<file path="config.mk">
export PLATFORM = sky130hd
export DESIGN_NAME = approx_accum_stream
export DESIGN_NICKNAME = d
export VERILOG_FILES = /design/src/rtl/approx_accum_stream_pkg.sv /design/src/rtl/approx_lsb_adder.sv /design/src/rtl/approx_accum_stream.sv
export SDC_FILE = /design/constraint.sdc
export NUM_CORES = 1
export LEC_CHECK = 0
export ABC_CLOCK_PERIOD_IN_PS = 4100
export BUFFER_PORTS_ARGS = -buffer_cell sky130_fd_sc_hd__buf_2
export CORE_MARGIN = 2
export CORE_UTILIZATION = 44
export CTS_CLUSTER_SIZE = 25
export DETAILED_ROUTE_END_ITERATION = 8
export PLACE_DENSITY = 0.63
export SETUP_SLACK_MARGIN = 0.3
export SYNTH_ARGS = -nofsm -noshare
export SYNTH_HDL_FRONTEND = slang
export SYNTH_HIERARCHICAL = 1
export SYNTH_SLANG_ARGS = --single-unit
</file>
<file path="constraint.sdc">
create_clock -name clk -period 4.1 [get_ports clk]
set_input_delay 0.41 -clock clk [delete_from_list [all_inputs] [get_ports clk]]
set_output_delay 0.41 -clock clk [all_outputs]
set_load 0.02 [all_outputs]
</file>
<file path="src/rtl/approx_accum_stream_pkg.sv">
// Shared definitions for the approximate streaming accumulator.
// FSM state encodings used by the top-level controller.
package approx_accum_stream_pkg;

  typedef enum logic [1:0] {
    ST_IDLE  = 2'd0,
    ST_ACCUM = 2'd1,
    ST_DONE  = 2'd2
  } state_e;

endpackage

</file>
<file path="src/rtl/approx_lsb_adder.sv">
// Lower-part-OR approximate adder: low APPROX_LSB bits are ORed, upper bits exact.
// Purely combinational; exact=1 collapses to a normal full-width add.
module approx_lsb_adder #(
  parameter int ACC_W      = 12,
  parameter int APPROX_LSB = 4
) (
  input  logic [ACC_W-1:0] a,
  input  logic [ACC_W-1:0] b,
  input  logic             exact,
  output logic [ACC_W-1:0] sum,
  output logic             cout
);

  localparam logic [ACC_W-1:0] LOW_MASK = {ACC_W{1'b1}} >> (ACC_W - APPROX_LSB);

  logic [ACC_W-1:0] mask;
  logic             cin;
  logic [ACC_W:0]   hi;

  assign mask = exact ? '0 : LOW_MASK;

  // Carry into the exact part is generated from the top approximated bit pair.
  generate
    if (APPROX_LSB > 0) begin : g_cin
      assign cin = ~exact & a[APPROX_LSB-1] & b[APPROX_LSB-1];
    end else begin : g_nocin
      assign cin = 1'b0;
    end
  endgenerate

  assign hi   = {1'b0, a & ~mask} + {1'b0, b & ~mask} + ((ACC_W+1)'(cin) << APPROX_LSB);
  assign sum  = hi[ACC_W-1:0] | ((a | b) & mask);
  assign cout = hi[ACC_W];

endmodule

</file>
<file path="src/rtl/approx_accum_stream.sv">
// Streaming accumulator over len samples using the approximate LSB adder.
// Latency: in_ready 1 cycle after start, out_valid 1 cycle after last transfer; result held until out_ready.
module approx_accum_stream
  import approx_accum_stream_pkg::*;
#(
  parameter int DATA_W     = 8,
  parameter int ACC_W      = 12,
  parameter int APPROX_LSB = 4,
  parameter int LEN_W      = 8
) (
  input  logic              clk,
  input  logic              rst,
  input  logic              start,
  input  logic [LEN_W-1:0]  len,
  input  logic              mode_exact,
  input  logic              in_valid,
  input  logic [DATA_W-1:0] in_data,
  output logic              in_ready,
  output logic              out_valid,
  input  logic              out_ready,
  output logic [ACC_W-1:0]  out_data,
  output logic              ovf,
  output logic              busy
);

  state_e             state_q, state_d;
  logic [ACC_W-1:0]   acc_q;
  logic [ACC_W-1:0]   sum;
  logic [LEN_W-1:0]   count_q;
  logic [LEN_W-1:0]   len_q;
  logic               mode_q;
  logic               ovf_q;
  logic               cout;
  logic               xfer;
  logic               last;

  approx_lsb_adder #(
    .ACC_W      (ACC_W),
    .APPROX_LSB (APPROX_LSB)
  ) u_adder (
    .a     (acc_q),
    .b     (ACC_W'(in_data)),
    .exact (mode_q),
    .sum   (sum),
    .cout  (cout)
  );

  assign xfer = in_valid & in_ready;
  assign last = (count_q == len_q - LEN_W'(1));

  always_comb begin
    state_d = state_q;
    case (state_q)
      ST_IDLE:  if (start) state_d = (len == '0) ? ST_DONE : ST_ACCUM;
      ST_ACCUM: if (xfer && last) state_d = ST_DONE;
      ST_DONE:  if (out_ready) state_d = ST_IDLE;
      default:  state_d = ST_IDLE;
    endcase
  end

  always_ff @(posedge clk) begin
    if (rst) begin
      state_q <= ST_IDLE;
      acc_q   <= '0;
      count_q <= '0;
      len_q   <= '0;
      mode_q  <= 1'b0;
      ovf_q   <= 1'b0;
    end else begin
      state_q <= state_d;
      case (state_q)
        ST_IDLE: begin
          if (start) begin
            len_q   <= len;
            mode_q  <= mode_exact;
            acc_q   <= '0;
            count_q <= '0;
            ovf_q   <= 1'b0;
          end
        end
        ST_ACCUM: begin
          if (xfer) begin
            acc_q   <= sum;
            count_q <= count_q + LEN_W'(1);
            ovf_q   <= ovf_q | cout;
          end
        end
        default: ;
      endcase
    end
  end

  // Result bus is driven only while the result is being offered.
  assign in_ready  = (state_q == ST_ACCUM);
  assign out_valid = (state_q == ST_DONE);
  assign out_data  = out_valid ? acc_q : '0;
  assign ovf       = ovf_q;
  assign busy      = (state_q != ST_IDLE);

endmodule

</file>
==> results.yml <==
synth:
  syn_area_um2: 2342
  synth.top_cell.area_share_pct: 27.35
  synth_ff_type: "dfxtp_1"
  synthTopCellsByArea: "dfxtp_1 (27%), ha_1 (13%), and2_1 (6.7%)"
  synth_edf_count: 0
  yosys.area.top_type: "dfxtp_1"
  avgSynthCellArea_um2: 8.161
  yosys_register_bits: 32
  ys_seq_area_share_pct: 27.35
  ys_types: 44
  synth_cells: 287
  ys_warn_count: 6
  synthArstFlopShare_pct: 0
drt:
  wl_per_cell_um: 12.64
  dr_total_vias: 2014
  viasPerCell: 5.112
  wl_um: 4981
  drt_iter0_markers: 48
  drt_first_pass_iters: 4
  drc: 0
  ant_nets: 0
sta:
  hold_slack_ns: 0.3739
  period_share_pct: 73.35
  slew-limit-headroom_pct: 30.28
  tightest_slew_ns: 1.042
  hold_violations: 0
  final_max_slew_viol_count: 0
  rsz0062_at_grt: "no"
  worst_slack_ns: 1.092
  clock-skew-final_ns: 0.003033
  fin_tns_setup_ns: 0
  setup_viol: 0
  max_freq_mhz: 332.5
  finalCriticalPeriod_ns: 3.008
power:
  power.density_nw_per_um2: 309.5
  power.leakage_nw: 1.248
  ir_drop_mv: 0.2033
  power_mw: 0.8346
placement:
  hpwl_um: 3710
  dp_slack_ns: 1.097
  dp_cells: 386
  gp_congestion: 0.7789
  numPortBuffers: 37
setup_path:
  r2r_setup_slack_ns: 1.09
  rr_startpoint: "mode_q"
  end_kind: "register"
  reg2regPathDepth: 11
  crit_fanout: 14
  worst_r2r_endpoint: "acc_q[9]"
  startpoint_type: "register"
  crit_type: "reg -> reg"
  cp.arrival_ns: 3.22
  crit_end: "acc_q[9]"
  cp-startpoint: "mode_q"
  required_ns: 4.31
run_status:
  status: "finished, final reports clean"
cts:
  holdBufCountCts: 0
  clock_latency_ns: 0.28
  cts_root_buf: "clkbuf_8"
  numCtsBuffers: 5
  cts.path.max_buffers: 2
  cts_tree: "yes"
  clk_pin_slew_ns: 0.07
  htreeDepth: 2
  cts_setup_buffers: 0
  clock_sinks: 32
  cts_resized: 0
floorplan:
  start_util_pct: 45.86
  die_area_um2: 5923
  die_y_um: 76.96
  rows: 26
  coreArea_um2: 5107
  dieWidth_um: 76.96
  ios: 38
hold_path:
  min_path_type: "in -> reg"
global_routing:
  gr-total-overflow: 0
  grt_pass1_wl_um: 8376
  antenna_found_initial: 0
  grtUsageTotal_pct: 17.44
  grt_pass1_vias: 1841
  grt_max_degree: 27
finish:
  drive_gt1_share_pct: 16.98
  diodes: 0
  finalNonFillerCells: 394
  layout_commonest_cell: "buf_2"
  nNetsFinal: 371
  area_delta_synth_final_pct: 15.12
  final_cell_mix: "buf_2 (37), nor2_1 (36), dfxtp_1 (32)"
job:
  maxCapViolCount: 0
how the worst min path moves through the flow:
stage | cells after the start | from | slack (ns) | end
floorplan | 2 | acc_q[4] | 0.44 | acc_q[4]
global placement | 2 | acc_q[4] | 0.45 | acc_q[4]
detailed placement | 2 | ovf | 0.46 | ovf
CTS | 3 | len[0] | 0.37 | len_q[0]
global route | 3 | len[3] | 0.39 | len_q[3]
finish | 3 | len[0] | 0.37 | len_q[0]
worst max-delay path, stage by stage, from the launching register on:
cell and delay, ns:
dfxtp_1 0.52, and2_1 0.19, ha_1 0.22, ha_1 0.23, fa_1 0.38, and2_1 0.19
o31ai_1 0.33, a21boi_1 0.15, o41a_1 0.33, xor2_1 0.15, nand3_1 0.10, a21oi_1 0.15
cell usage after synthesis (2+ instances only):
library cell   n
ha_1          24
o21ai_0        3
nor4_1         2
nand2_1       17
and3_1         3
and2_1        25
clkbuf_1      10
nor2_1        36
a21o_1         2
a21boi_1       2
nand3_1       17
xor2_1        10
mux2i_1        8
o21a_1         3
o211ai_1       3
a21oi_1       28
nor3_1         4
nor2b_1        3
or2_2          3
xnor2_1       14
nand4_1        3
o21bai_1       3
dfxtp_1       32
fa_1           2
nand2b_1       2
inv_1          8
buf_2          3
metrics by stage:
step	utilization (%)	area [um2]
2_1_floorplan	-	2354
3_3_place_gp	50.69	2589
3_5_place_dp	50.69	2589
4_1_cts	52.79	2696
5_1_grt	52.79	2696
6_report	52.79	2696
logic make-up after synthesis:
family                   Yosys count  share of synthesized area [%]
multiplexers                       8                          3.419
flip-flops                        32                          27.35
AO/OA/AOI/OAI                     54                          15.65
XOR/XNOR                          24                          8.974
AND/OR/NAND/NOR                  121                          26.39
other                              1                         0.1601
adder cells (fa/ha/maj)           26                          14.53
buffers and inverters             21                          3.526
final cells by class:
type	instances	area, um2
multi-input cells	237	1630
clock inverters	2	35.03
inverters	8	30.03
flip-flops and latches	32	640.6
well taps	70	87.58
fillers	508	2411
repair buffers	39	200.2
clock buffers	6	72.57
power by group:
part           total [mW]  switching [mW]  internal, mW
Combinational       0.187           0.106        0.0815
Clock               0.303           0.122         0.180
Sequential          0.345          0.0186         0.326
state kept, by name, summed over array words and instances (netlist names):
name     count
acc_q       12
count_q      8
len_q        8
mode_q       1
ovf          1
state_q      2
metal layers:
layer	share of wire, %	global-route usage (%)
met5	0	0
met4	0.96	4.364
met3	2.6	3.294
met2	46	28.86
met1	50	23.35
Power figures use the tool's default switching activity.
